==> config.mk <==
export PLATFORM = sky130hd
export DESIGN_NAME = pipelined_addsub
export DESIGN_NICKNAME = d
export VERILOG_FILES = /design/src/rtl/pipelined_addsub.sv
export SDC_FILE = /design/constraint.sdc
export NUM_CORES = 1
export LEC_CHECK = 0
export ABC_AREA = 1
export CORE_MARGIN = 2
export CORE_UTILIZATION = 40
export CTS_BUF_LIST = sky130_fd_sc_hd__clkbuf_8
export CTS_CLUSTER_SIZE = 16
export DETAILED_ROUTE_END_ITERATION = 7
export PLACE_DENSITY = 0.67
export SYNTH_ARGS = -nofsm -noshare
export SYNTH_HDL_FRONTEND = slang
export SYNTH_SLANG_ARGS = --single-unit
export TNS_END_PERCENT = 20
==> constraint.sdc <==
create_clock -name clk -period 2.9 [get_ports clk]
set_input_delay 0.58 -clock clk [delete_from_list [all_inputs] [get_ports clk]]
set_output_delay 0.58 -clock clk [all_outputs]
set_load 0.02 [all_outputs]
==> src/rtl/pipelined_addsub.sv <==
// pipelined_addsub: WIDTH-bit adder/subtractor with the carry chain cut into
// STAGES registered slices. Each stage resolves WIDTH/STAGES sum bits, takes
// the carry registered by the previous stage, and forwards the still-pending
// operand bits together with the already-resolved low result bits.
// A single global advance signal moves or holds every stage (valid/ready).
module pipelined_addsub #(
    parameter int WIDTH  = 8,
    parameter int STAGES = 2
) (
    input  logic             clk,
    input  logic             rst,        // asynchronous, active-low
    input  logic             in_valid,
    output logic             in_ready,
    input  logic [WIDTH-1:0] a,
    input  logic [WIDTH-1:0] b,
    input  logic             cin,
    input  logic             op_sub,
    output logic             out_valid,
    input  logic             out_ready,
    output logic [WIDTH-1:0] sum,
    output logic             cout,
    output logic             ovf,
    output logic             zero
);

    localparam int SW  = WIDTH / STAGES;   // bits resolved per stage
    localparam int MSB = WIDTH - 1;

    // Refuse to elaborate with a slicing that does not divide the word evenly.
    generate
        if (WIDTH < 2 || STAGES < 1 || (WIDTH % STAGES) != 0) begin : g_bad_params
            $error("pipelined_addsub: WIDTH must be >= 2 and divisible by STAGES");
        end
    endgenerate

    // Per-stage pipeline registers. a/bm keep the operand bits that higher
    // stages still need; sum holds the result bits resolved so far.
    logic [WIDTH-1:0] a_q     [STAGES];
    logic [WIDTH-1:0] bm_q    [STAGES];
    logic [WIDTH-1:0] sum_q   [STAGES];
    logic             carry_q [STAGES];
    logic             valid_q [STAGES];
    logic             ovf_q;

    logic [WIDTH-1:0] a_d     [STAGES];
    logic [WIDTH-1:0] bm_d    [STAGES];
    logic [WIDTH-1:0] sum_d   [STAGES];
    logic             carry_d [STAGES];
    logic             valid_d [STAGES];
    logic             ovf_d;

    logic             advance;
    logic [WIDTH-1:0] a_src;
    logic [WIDTH-1:0] bm_src;
    logic [WIDTH-1:0] s_src;
    logic             c_src;
    logic             v_src;
    logic [SW:0]      slice_res;
    int               prev;

    // Next-state for every stage: add one slice when advancing, else hold all.
    always_comb begin
        advance   = !valid_q[STAGES-1] || out_ready;
        a_src     = '0;
        bm_src    = '0;
        s_src     = '0;
        c_src     = 1'b0;
        v_src     = 1'b0;
        slice_res = '0;
        prev      = 0;
        for (int k = 0; k < STAGES; k++) begin
            a_d[k]     = a_q[k];
            bm_d[k]    = bm_q[k];
            sum_d[k]   = sum_q[k];
            carry_d[k] = carry_q[k];
            valid_d[k] = valid_q[k];
        end
        ovf_d = ovf_q;

        for (int k = 0; k < STAGES; k++) begin
            if (k == 0) begin
                // Subtraction is A + ~B + ~cin, so a borrow-in maps to no carry-in.
                a_src  = a;
                bm_src = op_sub ? ~b : b;
                c_src  = cin ^ op_sub;
                s_src  = '0;
                v_src  = in_valid;
            end else begin
                prev   = k - 1;
                a_src  = a_q[prev];
                bm_src = bm_q[prev];
                c_src  = carry_q[prev];
                s_src  = sum_q[prev];
                v_src  = valid_q[prev];
            end
            slice_res = {1'b0, a_src[k*SW +: SW]} + {1'b0, bm_src[k*SW +: SW]}
                      + {{SW{1'b0}}, c_src};
            if (advance) begin
                a_d[k]              = a_src;
                bm_d[k]             = bm_src;
                sum_d[k]            = s_src;
                sum_d[k][k*SW +: SW] = slice_res[SW-1:0];
                carry_d[k]          = slice_res[SW];
                valid_d[k]          = v_src;
            end
        end

        // After the loop the *_src values belong to the final stage, whose
        // slice contains the MSB: same-sign operands giving a different-sign
        // result is a signed overflow.
        if (advance) begin
            ovf_d = (a_src[MSB] == bm_src[MSB]) && (slice_res[SW-1] != a_src[MSB]);
        end
    end

    // Stage registers; reset drops every in-flight beat and clears all data.
    always_ff @(posedge clk or negedge rst) begin
        if (!rst) begin
            for (int k = 0; k < STAGES; k++) begin
                a_q[k]     <= '0;
                bm_q[k]    <= '0;
                sum_q[k]   <= '0;
                carry_q[k] <= 1'b0;
                valid_q[k] <= 1'b0;
            end
            ovf_q <= 1'b0;
        end else begin
            for (int k = 0; k < STAGES; k++) begin
                a_q[k]     <= a_d[k];
                bm_q[k]    <= bm_d[k];
                sum_q[k]   <= sum_d[k];
                carry_q[k] <= carry_d[k];
                valid_q[k] <= valid_d[k];
            end
            ovf_q <= ovf_d;
        end
    end

    assign in_ready  = advance;
    assign out_valid = valid_q[STAGES-1];
    assign sum       = sum_q[STAGES-1];
    assign cout      = carry_q[STAGES-1];
    assign ovf       = ovf_q;
    // Gated by valid so the cleared (all-zero) reset state does not flag zero.
    assign zero      = valid_q[STAGES-1] && (sum_q[STAGES-1] == '0);

endmodule

# After elaboration in Yosys (flattened, before gate mapping)
# Cells that the tools add are included.
op_classes:
  addsub: 4
  eq_ne: 2
  n_mux: 1
  bitwise: 2
  reduce_logical: 5
op_table:
  columns: ["cell", "n"]
  rows:
  - ["adder 4 x 4 -> 5 bit", 2]
  - ["adder 5 x 1 -> 5 bit", 2]
  - ["zero test 8 bit", 1]
  - ["two-way mux 8 bit", 1]
  - ["inverter 8 bit", 1]
  - ["logical AND 1 bit", 2]
  - ["== test 1 bit", 1]
  - ["zero test 1 bit", 1]
  - ["logical OR 1 bit", 1]
  - ["inequality test 1 bit", 1]
  - ["XOR 1 bit", 1]
totals:
  reg_bits: 33
  inputBits: 22
  out_inout_bits: 13
  word_cells: 23

# Depth between registers and ports, before layout
depth:
  word_depth: 4
  ltp_mapped: 9
  mapped_depth_nobuf: 8

# Worst setup path before layout
# Ideal clock, no wire load.
synth_path:
  path_type: "in2reg"
  from: "input op_sub"
  to: "register carry_q (netlist bit c_src)"
  setup_time_ns: 0.126
  t_arrival_ns: 2.010
  required_time_ns: 2.774
  setup_slack_ns: 0.764
  path_stages: 8
  path_buffers: 1
  path_cell_list: "buf_4 xor2_1 fa_1 fa_1 nand2_1 inv_1 o21ai_0 a21oi_1"
synth_via:
  elab_chain_cells: 3
synth_rtl:
  columns: ["element", "line_no", "rtl"]
  rows:
  - ["start, declared", "17", "input logic op_sub,"]
  - ["two-way mux 8 bit", "84", "bm_src = op_sub ? ~b : b;"]
  - ["adder 4 x 4 -> 5 bit", "96", "slice_res = {1'b0, a_src[k*SW +: SW]} + {1'b0, bm_src[k*SW +: SW]}"]
  - ["adder 5 x 1 -> 5 bit (*)", "97", "+ {{SW{1'b0}}, c_src};"]
  - ["end signal, assigned by index", "132", "carry_q[k] <= carry_d[k];"]
  - ["end, declared", "41", "logic carry_q [STAGES];"]
# Mark *: on every way between the ends. The rest lies on a longest branch, timed or not.
# A chain may end at the register's enable or synchronous reset.

# Worst setup path in the final report
layout_path:
  from: "input out_ready"
  to: "output in_ready"
layout_via:
  elab_chain_cells: 1
layout_rtl:
  columns: ["element", "line_no", "rtl"]
  rows:
  - ["start, declared", "19", "input logic out_ready,"]
  - ["logical OR 1 bit", "63", "advance = !valid_q[STAGES-1] || out_ready;"]
  - ["end, declared", "13", "output logic in_ready,"]
# Every way passes these cells.

==> results.yml <==
clocking:
  cts-resized-gates: 0
  cts_tree: "built"
  cts-root-buf: "clkbuf_8"
  clk_latency_ns: 0.27
  cts.clk_slew.worst_paths_ns: 0.08
  ctsHtreeMaxLevel: 1
  numCtsBuffers: 3
  cts_sinks: 25
  clockBufferDepth: 2
  post_cts_buffers: 0
  cts_hold_buf: 0
setup_path:
  critPathKind: "in -> out"
  slowest_stage: "clkdlybuf4s50_1"
  path_cells: "clkdlybuf4s50_1 -> nor2_8 -> inv_6 -> clkdlybuf4s50_1"
  path_buf_inv: 3
  crit_fanout: 2
  slowest_delay_ns: 0.58
  crit_top_cell: "clkdlybuf4s50_1"
  crit_path_start_kind: "input port"
  worst_ep_arrival_time_ns: 1.84
  path_delay_family: "buffers and inverters"
  critPathCaptureType: "primary output"
  worstPathRequired_ns: 2.32
worst_hold_path:
  min_path_type: "reg -> reg"
floorplan:
  core_sq_um: 3360
  die_h_microns: 63.4
  initial_core_util_pct: 41.9
  die_area_sq_um: 4020
  rows: 21
  die_w_microns: 63.4
  io_pins: 35
global_route:
  grt_usage_pct: 14.1
  antenna_found_initial: 0
  grt_max_degree: 27
  grt_pass1_vias: 1096
  grt-ovfl-total: 0
  grt_pass1_wl_mm: 4.44
sta:
  max_freq_ghz: 0.413
  hold_viol: 0
  slew_headroom_pct: 79.5
  worstMarginPinSlew_ns: 0.308
  period_share_pct: 83.6
  tns_ns: 0
  grt_setup_unrepaired: "no"
  fin_crit_ns: 2.42
  setup_viol: 0
  worst_clock_skew_ns: 0.00286
  slew_violations: 0
drt:
  wirelength_mm: 2.51
  first_pass_iters: 4
  wl_per_cell_microns: 10.6
  antenna_left: 0
  drc: 0
  vias: 1095
  viasPerCell: 4.60
  drt-initial-drc-count: 32
finish:
  fin_nets: 225
  final_area_sq_um: 1830
  antenna_cells: 0
  fillCellCount: 344
  area_growth_pct: 29.8
  drive_gt1_share_pct: 10.4
logic_synthesis:
  yosys.area.top_type: "dfrtp_1"
  synth_area_sq_um: 1410
  synth_mux_area_share_pct: 0
  synth.most_common_cell: "nand2_1"
  synth-edff-count: 0
  synth-main-ff-cell: "dfrtp_1"
  yosys.area_share.simple_pct: 20.3
  synth_xor_area_share_pct: 5.59
  synth_compound_area_share_pct: 9.58
  synthCells: 155
  synth_fa_ha_area_share_pct: 11.0
  netlist_top_cells_count: "42 x nand2_1, 25 x dfrtp_1, 17 x inv_1, 11 x nor2_1"
  synth_cell_types: 22
  avgSynthCellArea_sq_um: 9.10
  synth_nets: 187
  synthArstFlopShare_pct: 100
  synth_top_area_share_pct: 44.4
  synth_top_family_by_area: "simple AND/OR/NAND/NOR gates"
  synthTopCellsByArea: "dfrtp_1 44%, nand2_1 11%, fa_1 5.7%"
  yosys_register_bits: 25
  seq_area_frac_synth_pct: 44.4
  ys_warn_count: 0
placement:
  placed_area_sq_um: 1790
  portBuffers: 34
  gp_congestion: 0.810
  dpl.hpwl_mm: 1.98
flow_run:
  maxCapViolations: 0
power:
  power.density_nw_per_um2: 655
  power_leakage_nw: 0.875
  vdd_drop_max_uv: 214
run_status:
  status: "completed"
worst paths after layout:
check	start	endpoint	slack, ns	depth (start not counted)
setup / recovery	out_ready	in_ready	0.48	4
hold / removal	v_src	out_valid	0.47	2
setup reg to reg	a_src[4]	cout	1.33	7
hold reg to reg	v_src	out_valid	0.47	2
max in group asynchronous	rst	sum[0]	2.00	2
min in group asynchronous	rst	bm_src[7]	0.66	2
state kept, by name, summed over array words and instances (netlist names):
signal	cells
sum	8
a_src	4
bm_src	4
s_src	4
c_src	1
cout	1
out_valid	1
ovf	1
v_src	1
worst min-delay path, stage by stage, from the launching register on:
cell	delay [ns]
dfrtp_1	0.33
inv_1	0.05
nand2_1	0.06
through the flow:
stage,setup slack (ns),hold slack [ns],utilization [%],total power [mW],cells
final,0.476,0.472,54.4,1.20,238
after global routing,0.444,0.517,54.4,1.29,238
after CTS,0.467,0.478,54.4,1.21,238
after detailed placement,0.295,0.458,53.1,1.01,234
after global placement,0.358,0.444,53.1,0.998,234
after floorplan,0.764,0.284,-,0.813,155
final cells by class:
type / count / area, sq um / share of cell area [%]
Tap cell: 46 / 57.6 / 3.14
Sequential cell: 25 / 626 / 34.2
Multi-Input combinational cell: 106 / 656 / 35.8
Clock buffer: 3 / 41.3 / 2.26
Timing Repair Buffer: 38 / 370 / 20.2
Clock inverter: 1 / 3.75 / 0.205
Inverter: 19 / 76.3 / 4.17
cells by family after synthesis:
family,count (synthesis)
AOI/OAI and AO/OA,21
xor gates and xnor gates,9
adders and majority gates,10
buffers and inverters,24
DFF,25
and+or+nand+nor,66
routing by layer:
layer,vias to the layer above,global-route usage [%],wire length [microns]
met2,33,25.0,1270
met5,-,0,0
met3,6,1.61,86
met1,499,16.1,1090
li1,557,-,-
met4,0,8.97,65
placed cells by master (no fill, tap or decap):
cell / count
o21ai_2: 8
inv_1: 18
or2_1: 1
xor2_1: 5
a21oi_1: 3
nand2_2: 1
o21ai_0: 8
fa_1: 4
clkdlybuf4s50_1: 34
xnor2_1: 4
dfrtp_1: 25
nand2_1: 42
inv_6: 1
inv_2: 1
buf_4: 4
nor3_1: 1
nor2_1: 11
nand3_2: 1
o21ai_1: 2
nand3_1: 8
clkbuf_8: 3
nor2_8: 1
ha_1: 6
power breakdown:
group	switching [mW]	leakage (nW)	internal, mW
clock network	0.107	0.0269	0.0948
logic	0.272	0.550	0.232
registers	0.0536	0.299	0.440
Note: power is estimated with default switching activity, not from simulation.
